==> src/rtl/pingpong_sram_ctrl_pkg.sv <==
// Shared defaults and bank-state type for the ping-pong SRAM controller.
package pingpong_sram_ctrl_pkg;

  localparam int unsigned DataWDef  = 32;
  localparam int unsigned AddrWDef  = 4;
  localparam int unsigned DepthDef  = 16;
  localparam int unsigned FifoDepth = 3;

  typedef enum logic [1:0] {
    BankEmpty,
    BankFilling,
    BankFull,
    BankDraining
  } bank_state_e;

  // A bank owned by the read side (holds a complete buffer).
  function automatic logic bank_busy(bank_state_e s);
    return (s == BankFull) || (s == BankDraining);
  endfunction

endpackage

==> src/rtl/pingpong_sram_ctrl_if.sv <==
// Producer/consumer streams plus the two SRAM macro buses of the ping-pong controller.
interface pingpong_sram_ctrl_if #(
  parameter int unsigned DATA_W = 32,
  parameter int unsigned ADDR_W = 4
);
  logic              wr_valid;
  logic              wr_ready;
  logic [DATA_W-1:0] wr_data;
  logic              wr_last;
  logic              rd_valid;
  logic              rd_ready;
  logic [DATA_W-1:0] rd_data;
  logic              rd_last;
  logic              CEN_EVEN;
  logic              CEN_ODD;
  logic              WEN_EVEN;
  logic              WEN_ODD;
  logic [ADDR_W-1:0] A_EVEN;
  logic [ADDR_W-1:0] A_ODD;
  logic [DATA_W-1:0] D;
  logic [DATA_W-1:0] Q_EVEN;
  logic [DATA_W-1:0] Q_ODD;
  logic [1:0]        bank_full;

  modport master (
    input  wr_valid, wr_data, wr_last, rd_ready, Q_EVEN, Q_ODD,
    output wr_ready, rd_valid, rd_data, rd_last, CEN_EVEN, CEN_ODD, WEN_EVEN, WEN_ODD,
           A_EVEN, A_ODD, D, bank_full
  );

  modport slave (
    output wr_valid, wr_data, wr_last, rd_ready, Q_EVEN, Q_ODD,
    input  wr_ready, rd_valid, rd_data, rd_last, CEN_EVEN, CEN_ODD, WEN_EVEN, WEN_ODD,
           A_EVEN, A_ODD, D, bank_full
  );
endinterface

==> src/rtl/pingpong_sram_ctrl_rd_out_fifo.sv <==
// Small output FIFO of {last, data} words returned from the SRAMs, with occupancy count.
module rd_out_fifo #(
  parameter int unsigned DATA_W = 32,
  parameter int unsigned DEPTH  = 3
) (
  input  logic                       clk,
  input  logic                       rst_n,
  input  logic                       push,
  input  logic                       push_last,
  input  logic [DATA_W-1:0]          push_data,
  input  logic                       pop,
  output logic                       valid,
  output logic                       last,
  output logic [DATA_W-1:0]          data,
  output logic [$clog2(DEPTH+1)-1:0] count
);
  localparam int unsigned PtrW = (DEPTH > 1) ? $clog2(DEPTH) : 1;
  localparam int unsigned CntW = $clog2(DEPTH + 1);

  logic [DATA_W-1:0] data_q [DEPTH];
  logic [DEPTH-1:0]  last_q;
  logic [PtrW-1:0]   head_q, tail_q;
  logic [CntW-1:0]   cnt_q;
  logic              do_push, do_pop;

  function automatic logic [PtrW-1:0] ptr_inc(logic [PtrW-1:0] p);
    return (p == PtrW'(DEPTH - 1)) ? '0 : p + PtrW'(1);
  endfunction

  assign do_push = push && (cnt_q != CntW'(DEPTH));
  assign do_pop  = pop && (cnt_q != '0);

  always_ff @(posedge clk or negedge rst_n) begin
    if (!rst_n) begin
      for (int i = 0; i < DEPTH; i++) data_q[i] <= '0;
      last_q <= '0;
      head_q <= '0;
      tail_q <= '0;
      cnt_q  <= '0;
    end else begin
      if (do_push) begin
        data_q[tail_q] <= push_data;
        last_q[tail_q] <= push_last;
        tail_q         <= ptr_inc(tail_q);
      end
      if (do_pop) head_q <= ptr_inc(head_q);
      if (do_push && !do_pop)      cnt_q <= cnt_q + CntW'(1);
      else if (!do_push && do_pop) cnt_q <= cnt_q - CntW'(1);
    end
  end

  assign valid = (cnt_q != '0);
  assign data  = valid ? data_q[head_q] : '0;
  assign last  = valid && last_q[head_q];
  assign count = cnt_q;

endmodule

==> src/rtl/pingpong_sram_ctrl.sv <==
// Double-buffer controller: producer fills one SRAM bank while the consumer drains the other.
module pingpong_sram_ctrl
  import pingpong_sram_ctrl_pkg::*;
#(
  parameter int unsigned DATA_W = DataWDef,
  parameter int unsigned ADDR_W = AddrWDef,
  parameter int unsigned DEPTH  = DepthDef
) (
  input logic                  CLK,
  input logic                  RST_N,
  pingpong_sram_ctrl_if.master bus
);
  localparam int unsigned LenW = ADDR_W + 1;
  localparam int unsigned CntW = $clog2(FifoDepth + 1);

  bank_state_e       st_q [2];
  bank_state_e       st_d [2];
  logic [LenW-1:0]   len_q [2];
  logic [LenW-1:0]   len_d [2];
  logic              wsel_q, wsel_d, rsel_q, rsel_d;
  logic [ADDR_W-1:0] wptr_q, wptr_d;
  logic [LenW-1:0]   rptr_q, rptr_d;
  logic              iss_q, iss_bank_q, iss_last_q;
  logic [CntW-1:0]   ocnt;
  logic              wr_ready, wr_fire, rd_issue, rd_issue_last, rd_done;
  logic [1:0]        cen, wen;
  logic [ADDR_W-1:0] addr [2];

  assign wr_ready = (st_q[wsel_q] == BankEmpty) || (st_q[wsel_q] == BankFilling);
  // RST_N gating keeps both macros deselected while reset is held.
  assign wr_fire  = RST_N && bus.wr_valid && wr_ready;
  assign rd_issue = RST_N && bank_busy(st_q[rsel_q]) && (rptr_q < len_q[rsel_q]) &&
                    ((3'(ocnt) + 3'(iss_q)) < 3'(FifoDepth));
  assign rd_issue_last = (rptr_q == len_q[rsel_q] - LenW'(1));
  assign rd_done  = iss_q && iss_last_q;

  always_comb begin
    st_d   = st_q;
    len_d  = len_q;
    wsel_d = wsel_q;
    wptr_d = wptr_q;
    rsel_d = rsel_q;
    rptr_d = rptr_q;
    if (wr_fire) begin
      st_d[wsel_q] = BankFilling;
      wptr_d       = wptr_q + ADDR_W'(1);
      if (bus.wr_last || (wptr_q == ADDR_W'(DEPTH - 1))) begin
        len_d[wsel_q] = LenW'(wptr_q) + LenW'(1);
        st_d[wsel_q]  = BankFull;
        wptr_d        = '0;
        wsel_d        = ~wsel_q;
      end
    end
    if (rd_issue) begin
      st_d[rsel_q] = BankDraining;
      rptr_d       = rptr_q + LenW'(1);
    end
    // Bank is released only once its final word has landed in the FIFO.
    if (rd_done) begin
      st_d[iss_bank_q] = BankEmpty;
      rsel_d           = ~rsel_q;
      rptr_d           = '0;
    end
  end

  always_ff @(posedge CLK or negedge RST_N) begin
    if (!RST_N) begin
      for (int b = 0; b < 2; b++) begin
        st_q[b]  <= BankEmpty;
        len_q[b] <= '0;
      end
      wsel_q     <= 1'b0;
      rsel_q     <= 1'b0;
      wptr_q     <= '0;
      rptr_q     <= '0;
      iss_q      <= 1'b0;
      iss_bank_q <= 1'b0;
      iss_last_q <= 1'b0;
    end else begin
      st_q       <= st_d;
      len_q      <= len_d;
      wsel_q     <= wsel_d;
      rsel_q     <= rsel_d;
      wptr_q     <= wptr_d;
      rptr_q     <= rptr_d;
      iss_q      <= rd_issue;
      iss_bank_q <= rsel_q;
      iss_last_q <= rd_issue && rd_issue_last;
    end
  end

  always_comb begin
    cen     = 2'b11;
    wen     = 2'b11;
    addr[0] = '0;
    addr[1] = '0;
    if (wr_fire) begin
      cen[wsel_q]  = 1'b0;
      wen[wsel_q]  = 1'b0;
      addr[wsel_q] = wptr_q;
    end
    if (rd_issue) begin
      cen[rsel_q]  = 1'b0;
      addr[rsel_q] = rptr_q[ADDR_W-1:0];
    end
  end

  rd_out_fifo #(
    .DATA_W (DATA_W),
    .DEPTH  (FifoDepth)
  ) u_rd_out_fifo (
    .clk       (CLK),
    .rst_n     (RST_N),
    .push      (iss_q),
    .push_last (iss_last_q),
    .push_data (iss_bank_q ? bus.Q_ODD : bus.Q_EVEN),
    .pop       (bus.rd_valid && bus.rd_ready),
    .valid     (bus.rd_valid),
    .last      (bus.rd_last),
    .data      (bus.rd_data),
    .count     (ocnt)
  );

  assign bus.wr_ready  = wr_ready;
  assign bus.CEN_EVEN  = cen[0];
  assign bus.CEN_ODD   = cen[1];
  assign bus.WEN_EVEN  = wen[0];
  assign bus.WEN_ODD   = wen[1];
  assign bus.A_EVEN    = addr[0];
  assign bus.A_ODD     = addr[1];
  assign bus.D         = bus.wr_data;
  assign bus.bank_full = {bank_busy(st_q[1]), bank_busy(st_q[0])};

endmodule

==> src/flat_wrapper.sv <==
// flat-port wrapper written by rule: the top's interface ports become plain ports
module pingpong_sram_ctrl_flat import pingpong_sram_ctrl_pkg::*;
#(
  parameter int unsigned DATA_W = DataWDef,
  parameter int unsigned ADDR_W = AddrWDef,
  parameter int unsigned DEPTH  = DepthDef
)
  (CLK, RST_N, bus_wr_valid, bus_wr_data, bus_wr_last, bus_rd_ready, bus_Q_EVEN, bus_Q_ODD, bus_wr_ready, bus_rd_valid, bus_rd_data, bus_rd_last, bus_CEN_EVEN, bus_CEN_ODD, bus_WEN_EVEN, bus_WEN_ODD, bus_A_EVEN, bus_A_ODD, bus_D, bus_bank_full);
  pingpong_sram_ctrl_if #(.DATA_W(DATA_W), .ADDR_W(ADDR_W)) bus_i ();
  input logic CLK;
  input logic RST_N;
  input wire logic [$bits(bus_i.wr_valid)-1:0] bus_wr_valid;
  input wire logic [$bits(bus_i.wr_data)-1:0] bus_wr_data;
  input wire logic [$bits(bus_i.wr_last)-1:0] bus_wr_last;
  input wire logic [$bits(bus_i.rd_ready)-1:0] bus_rd_ready;
  input wire logic [$bits(bus_i.Q_EVEN)-1:0] bus_Q_EVEN;
  input wire logic [$bits(bus_i.Q_ODD)-1:0] bus_Q_ODD;
  output wire logic [$bits(bus_i.wr_ready)-1:0] bus_wr_ready;
  output wire logic [$bits(bus_i.rd_valid)-1:0] bus_rd_valid;
  output wire logic [$bits(bus_i.rd_data)-1:0] bus_rd_data;
  output wire logic [$bits(bus_i.rd_last)-1:0] bus_rd_last;
  output wire logic [$bits(bus_i.CEN_EVEN)-1:0] bus_CEN_EVEN;
  output wire logic [$bits(bus_i.CEN_ODD)-1:0] bus_CEN_ODD;
  output wire logic [$bits(bus_i.WEN_EVEN)-1:0] bus_WEN_EVEN;
  output wire logic [$bits(bus_i.WEN_ODD)-1:0] bus_WEN_ODD;
  output wire logic [$bits(bus_i.A_EVEN)-1:0] bus_A_EVEN;
  output wire logic [$bits(bus_i.A_ODD)-1:0] bus_A_ODD;
  output wire logic [$bits(bus_i.D)-1:0] bus_D;
  output wire logic [$bits(bus_i.bank_full)-1:0] bus_bank_full;
  assign bus_i.wr_valid = bus_wr_valid;
  assign bus_i.wr_data = bus_wr_data;
  assign bus_i.wr_last = bus_wr_last;
  assign bus_i.rd_ready = bus_rd_ready;
  assign bus_i.Q_EVEN = bus_Q_EVEN;
  assign bus_i.Q_ODD = bus_Q_ODD;
  assign bus_wr_ready = bus_i.wr_ready;
  assign bus_rd_valid = bus_i.rd_valid;
  assign bus_rd_data = bus_i.rd_data;
  assign bus_rd_last = bus_i.rd_last;
  assign bus_CEN_EVEN = bus_i.CEN_EVEN;
  assign bus_CEN_ODD = bus_i.CEN_ODD;
  assign bus_WEN_EVEN = bus_i.WEN_EVEN;
  assign bus_WEN_ODD = bus_i.WEN_ODD;
  assign bus_A_EVEN = bus_i.A_EVEN;
  assign bus_A_ODD = bus_i.A_ODD;
  assign bus_D = bus_i.D;
  assign bus_bank_full = bus_i.bank_full;
  pingpong_sram_ctrl #(.DATA_W(DATA_W), .ADDR_W(ADDR_W), .DEPTH(DEPTH)) u_core (.CLK(CLK), .RST_N(RST_N), .bus(bus_i));
endmodule
==> config.mk <==
export PLATFORM = sky130hd
export DESIGN_NAME = pingpong_sram_ctrl_flat
export DESIGN_NICKNAME = d
export VERILOG_FILES = /design/src/rtl/pingpong_sram_ctrl_pkg.sv /design/src/rtl/pingpong_sram_ctrl_if.sv /design/src/rtl/pingpong_sram_ctrl_rd_out_fifo.sv /design/src/rtl/pingpong_sram_ctrl.sv /design/src/flat_wrapper.sv
export SDC_FILE = /design/constraint.sdc
export NUM_CORES = 1
export LEC_CHECK = 0
export BUFFER_PORTS_ARGS = -buffer_cell sky130_fd_sc_hd__buf_2
export CAP_MARGIN = 5
export CORE_MARGIN = 3
export CORE_UTILIZATION = 59
export CTS_BUF_LIST = sky130_fd_sc_hd__clkbuf_4
export CTS_CLUSTER_SIZE = 24
export DETAILED_ROUTE_END_ITERATION = 16
export GPL_TIMING_DRIVEN = 0
export PLACE_DENSITY = 0.88
export SLEW_MARGIN = 20
export SYNTH_ARGS = -nofsm -noshare
export SYNTH_HDL_FRONTEND = slang
export SYNTH_SLANG_ARGS = --single-unit
==> constraint.sdc <==
create_clock -name CLK -period 6.2 [get_ports CLK]
set_input_delay 1.24 -clock CLK [delete_from_list [all_inputs] [get_ports CLK]]
set_output_delay 1.24 -clock CLK [all_outputs]
set_load 0.01 [all_outputs]
==> results.json <==
{
  "run_status": "finished clean",
  "maxClockFrequency_mhz": 216,
  "fillers": 830,
  "worstSetupEndpointType": "output port",
  "max_stage_delay_ns": 0.46,
  "synthFlopType": "sky130_fd_sc_hd__dfrtp_1",
  "dp_hpwl_um": 11500,
  "crit_path_start_kind": "register",
  "ff_latch_count_synth": 131,
  "power_frac_comb": 0.480,
  "wl_per_cell_um": 15.9,
  "worst_r2r_startpoint": "u_core.rsel_q$_DFFE_PN0P_",
  "portBuffers": 149,
  "tritoncts": "yes",
  "power_leakage_nw": 3.86,
  "die_w_um": 112,
  "worst_pin_slew_ns": 0.610,
  "die_area_sq_um": 12600,
  "gr-total-overflow": 0,
  "switching_share": 0.421,
  "worst_slew_margin_rel": 0.593,
  "cpMostUsedCell": "sky130_fd_sc_hd__buf_2",
  "drive_above_1_share": 0.268,
  "critPathMaxFanout": 10,
  "final_cell_mix": "sky130_fd_sc_hd__buf_2, sky130_fd_sc_hd__dfrtp_1, sky130_fd_sc_hd__nor2_1",
  "clock_tree.buffer_depth": 2,
  "gp_congestion": 0.843,
  "floorplan.core_area_sq_um": 10900,
  "layout.area.seq_sq_um": 3280,
  "grt_pass1_vias": 5504,
  "worst_ep_arrival_time_ns": 3.40,
  "routed-via-count": 5817,
  "grt_pass1_wl_um": 26500,
  "detail_route.drc_violations": 0,
  "slew_violations": 0,
  "grt_max_degree": 101,
  "netSwitchingPower_mw": 1.70,
  "netlist-cell-type-count": 41,
  "ctsHoldBuffers": 0,
  "hold_class": "register to register",
  "initial_core_util": 0.611,
  "detail-route-antenna-nets": 0,
  "required_ns": 4.96,
  "vias_per_cell": 5.59,
  "final_min_period_over_clock_period": 0.748,
  "final.setup_skew_ns": 0.0151,
  "timing.rr.end": "u_core.iss_last_q$_DFF_PN0_",
  "power.density_nw_per_um2": 509,
  "boundaryPins": 182,
  "dp.cells": 1008,
  "class_of_the_most_critical_setup_path": "register to output port",
  "grt_setup_unrepaired": "no",
  "drt_iter0_markers": 377,
  "peakVddDrop_v": 0.000285,
  "gr-usage-all-layers": 0.260,
  "syn_area_per_cell_sq_um": 9.30,
  "chipHeight_um": 112,
  "timing.setup.tns_ns": 0,
  "worst_path_dominant_cell_family": "buffers and inverters",
  "rows": 38,
  "clk-insertion-delay-late_ns": 0.53,
  "timing.critical_path.slowest_stage_cell": "sky130_fd_sc_hd__dfrtp_1",
  "final-setup-viol-count": 0,
  "clock_sink_count": 131,
  "hold_viol": 0,
  "syn_inst": 718,
  "synth_nets": 830,
  "multi_input_comb_area_sq_um": 2920,
  "drt_wl_total_um": 16500,
  "power.clock.fraction": 0.156,
  "cts_root_buffer": "sky130_fd_sc_hd__clkbuf_4",
  "clock_tree.htree_level_count": 4,
  "sequential_element_share_of_the_synthesized_area": 0.491,
  "synth.yosys.warnings": 0,
  "min_period_ns": 4.64,
  "inserted_clock_buffers": 17,
  "critical_path.endpoint": "bus_A_ODD[2]",
  "r2r.worst_path.cells": 8,
  "startpoint": "u_core.rsel_q$_DFFE_PN0P_",
  "postCtsResizedCells": 0,
  "seq_power_share": 0.364,
  "synth.cell_area_sq_um": 6680,
  "layout-area-overhead-vs-synth_pct": 19.0,
  "detailedRoute.firstPassIterationCount": 7,
  "timing.critical_path.cells": "buf_2 > mux2i_1 > ha_1 > nor2b_1 > o31a_1 > clkbuf_1 > nor2_1 > a32o_1 > buf_2",
  "clk_pin_slew_worst_paths_ns": 0.11,
  "final_cells": 1040,
  "post-cts-setup-buffers": 0,
  "antenna_found_initial": 1,
  "layout_commonest_cell": "sky130_fd_sc_hd__buf_2",
  "crit_cells": 9,
  "synth-edff-count": 0,
  "worst-r2r-setup-slack_ns": 3.37,
  "power.internal_mw": 2.34,
  "final_nets": 999,
  "critical_path_buf_inv_count": 3,
  "cap_viol_max_count": 0,
  "asyncSetResetFlopFracSynth": 1.00
}
## cell families (layout without fill, tap and decap cells)
logic type / count (synthesis) / count (layout) / synth area share
compound gates: 175 / 175 / 0.142
xor+xnor: 13 / 13 / 0.0170
fa+ha+maj: 11 / 11 / 0.0206
buf+inv: 91 / 272 / 0.0725
flops: 131 / 131 / 0.491
mux: 77 / 77 / 0.117
other cells: 0 / 1 / 0
simple gates: 220 / 220 / 0.141
## area by class of cell
type / instances / share of cell area
Antenna cell: 1 / 0.000315
Buffer: 82 / 0.0567
Multi-Input combinational cell: 496 / 0.367
Inverter: 9 / 0.00425
Clock buffer: 19 / 0.0179
Sequential cell: 131 / 0.412
Timing Repair Buffer: 150 / 0.0986
Tap cell: 140 / 0.0220
Clock inverter: 12 / 0.0206
## worst min-delay path by stage
| stage | start | endpoint | slack [ns] | depth (start not counted) |
|---|---|---|---|---|
| 3_3_place_gp | u_core.u_rd_out_fifo.data_q[30]$_DFFE_PN0P_ | u_core.u_rd_out_fifo.data_q[30]$_DFFE_PN0P_ | 0.46 | 2 |
| 3_5_place_dp | u_core.len_q[0]$_DFFE_PN0P_ | u_core.len_q[0]$_DFFE_PN0P_ | 0.47 | 2 |
| 6_report | u_core.u_rd_out_fifo.data_q[19]$_DFFE_PN0P_ | u_core.u_rd_out_fifo.data_q[19]$_DFFE_PN0P_ | 0.49 | 2 |
| 4_1_cts | u_core.len_q[0]$_DFFE_PN0P_ | u_core.len_q[0]$_DFFE_PN0P_ | 0.49 | 2 |
| 5_1_grt | u_core.u_rd_out_fifo.data_q[5]$_DFFE_PN0P_ | u_core.u_rd_out_fifo.data_q[5]$_DFFE_PN0P_ | 0.51 | 2 |
| 2_1_floorplan | u_core.len_q[9]$_DFFE_PN0P_ | u_core.len_q[9]$_DFFE_PN0P_ | 0.45 | 2 |
## routing by layer
layer  GRT usage  vias to the layer above  wire length, um
met1       0.344                     2738             6750
met5           0                        -                0
met4      0.0897                        0              359
li1            -                     2757                -
met2       0.428                      284             7980
met3      0.0555                       38             1430
## through the flow
step           power (mW)  area (sq um)  hold WS (ns)   util  setup WS, ns
2_1_floorplan        2.78          6680         0.447      -          2.74
3_3_place_gp         3.33          7600         0.460  0.695         0.140
3_5_place_dp         3.41          7640         0.470  0.699          1.96
4_1_cts              4.04          7950         0.494  0.727          1.60
5_1_grt              4.36          7950         0.512  0.727          1.42
6_report             4.05          7950         0.490  0.727          1.56
## synth_stat cells (5+ instances only)
| master | number | area [sq um] |
|---|---|---|
| sky130_fd_sc_hd__o31ai_1 | 5 | 37.5 |
| sky130_fd_sc_hd__buf_4 | 32 | 240 |
| sky130_fd_sc_hd__mux2i_1 | 71 | 711 |
| sky130_fd_sc_hd__nor2_1 | 107 | 402 |
| sky130_fd_sc_hd__nand2_1 | 79 | 297 |
| sky130_fd_sc_hd__o21ai_0 | 80 | 400 |
| sky130_fd_sc_hd__buf_2 | 18 | 90.1 |
| sky130_fd_sc_hd__mux2_2 | 6 | 67.6 |
| sky130_fd_sc_hd__dfrtp_1 | 131 | 3280 |
| sky130_fd_sc_hd__xor2_1 | 6 | 52.6 |
| sky130_fd_sc_hd__ha_1 | 11 | 138 |
| sky130_fd_sc_hd__clkbuf_1 | 31 | 116 |
| sky130_fd_sc_hd__inv_1 | 9 | 33.8 |
| sky130_fd_sc_hd__a21oi_1 | 74 | 370 |
| sky130_fd_sc_hd__nand3_1 | 11 | 55.1 |
| sky130_fd_sc_hd__xnor2_1 | 7 | 61.3 |
## worst register-to-register path, delay by kind of cell, from the launching register on
kind	cells	cell delay [ns]
adders and majority gates	1	0.30
muxes	1	0.41
DFF	1	0.46
buffers and inverters	2	0.52
AOI/OAI and AO/OA	1	0.24
and+or+nand+nor	3	0.84
## state kept, by name, indices dropped and copies added (netlist names), 2 cells and up
register,cells
u_core.u_rd_out_fifo.tail_q,2
u_core.wptr_q,4
u_core.len_q,10
u_core.st_q,2
u_core.u_rd_out_fifo.count,2
u_core.u_rd_out_fifo.head_q,2
u_core.u_rd_out_fifo.last_q,3
u_core.rptr_q,5
u_core.u_rd_out_fifo.data_q,96
## power by group through the flow
stage | sequential [mW] | clock [mW] | combinational [mW]
2_1_floorplan | 1.41 | 0 | 1.36
3_5_place_dp | 1.48 | 0 | 1.93
3_3_place_gp | 1.46 | 0 | 1.87
6_report | 1.47 | 0.630 | 1.94
5_1_grt | 1.51 | 0.668 | 2.18
4_1_cts | 1.46 | 0.633 | 1.95
Note: power is estimated with default switching activity, not from simulation.
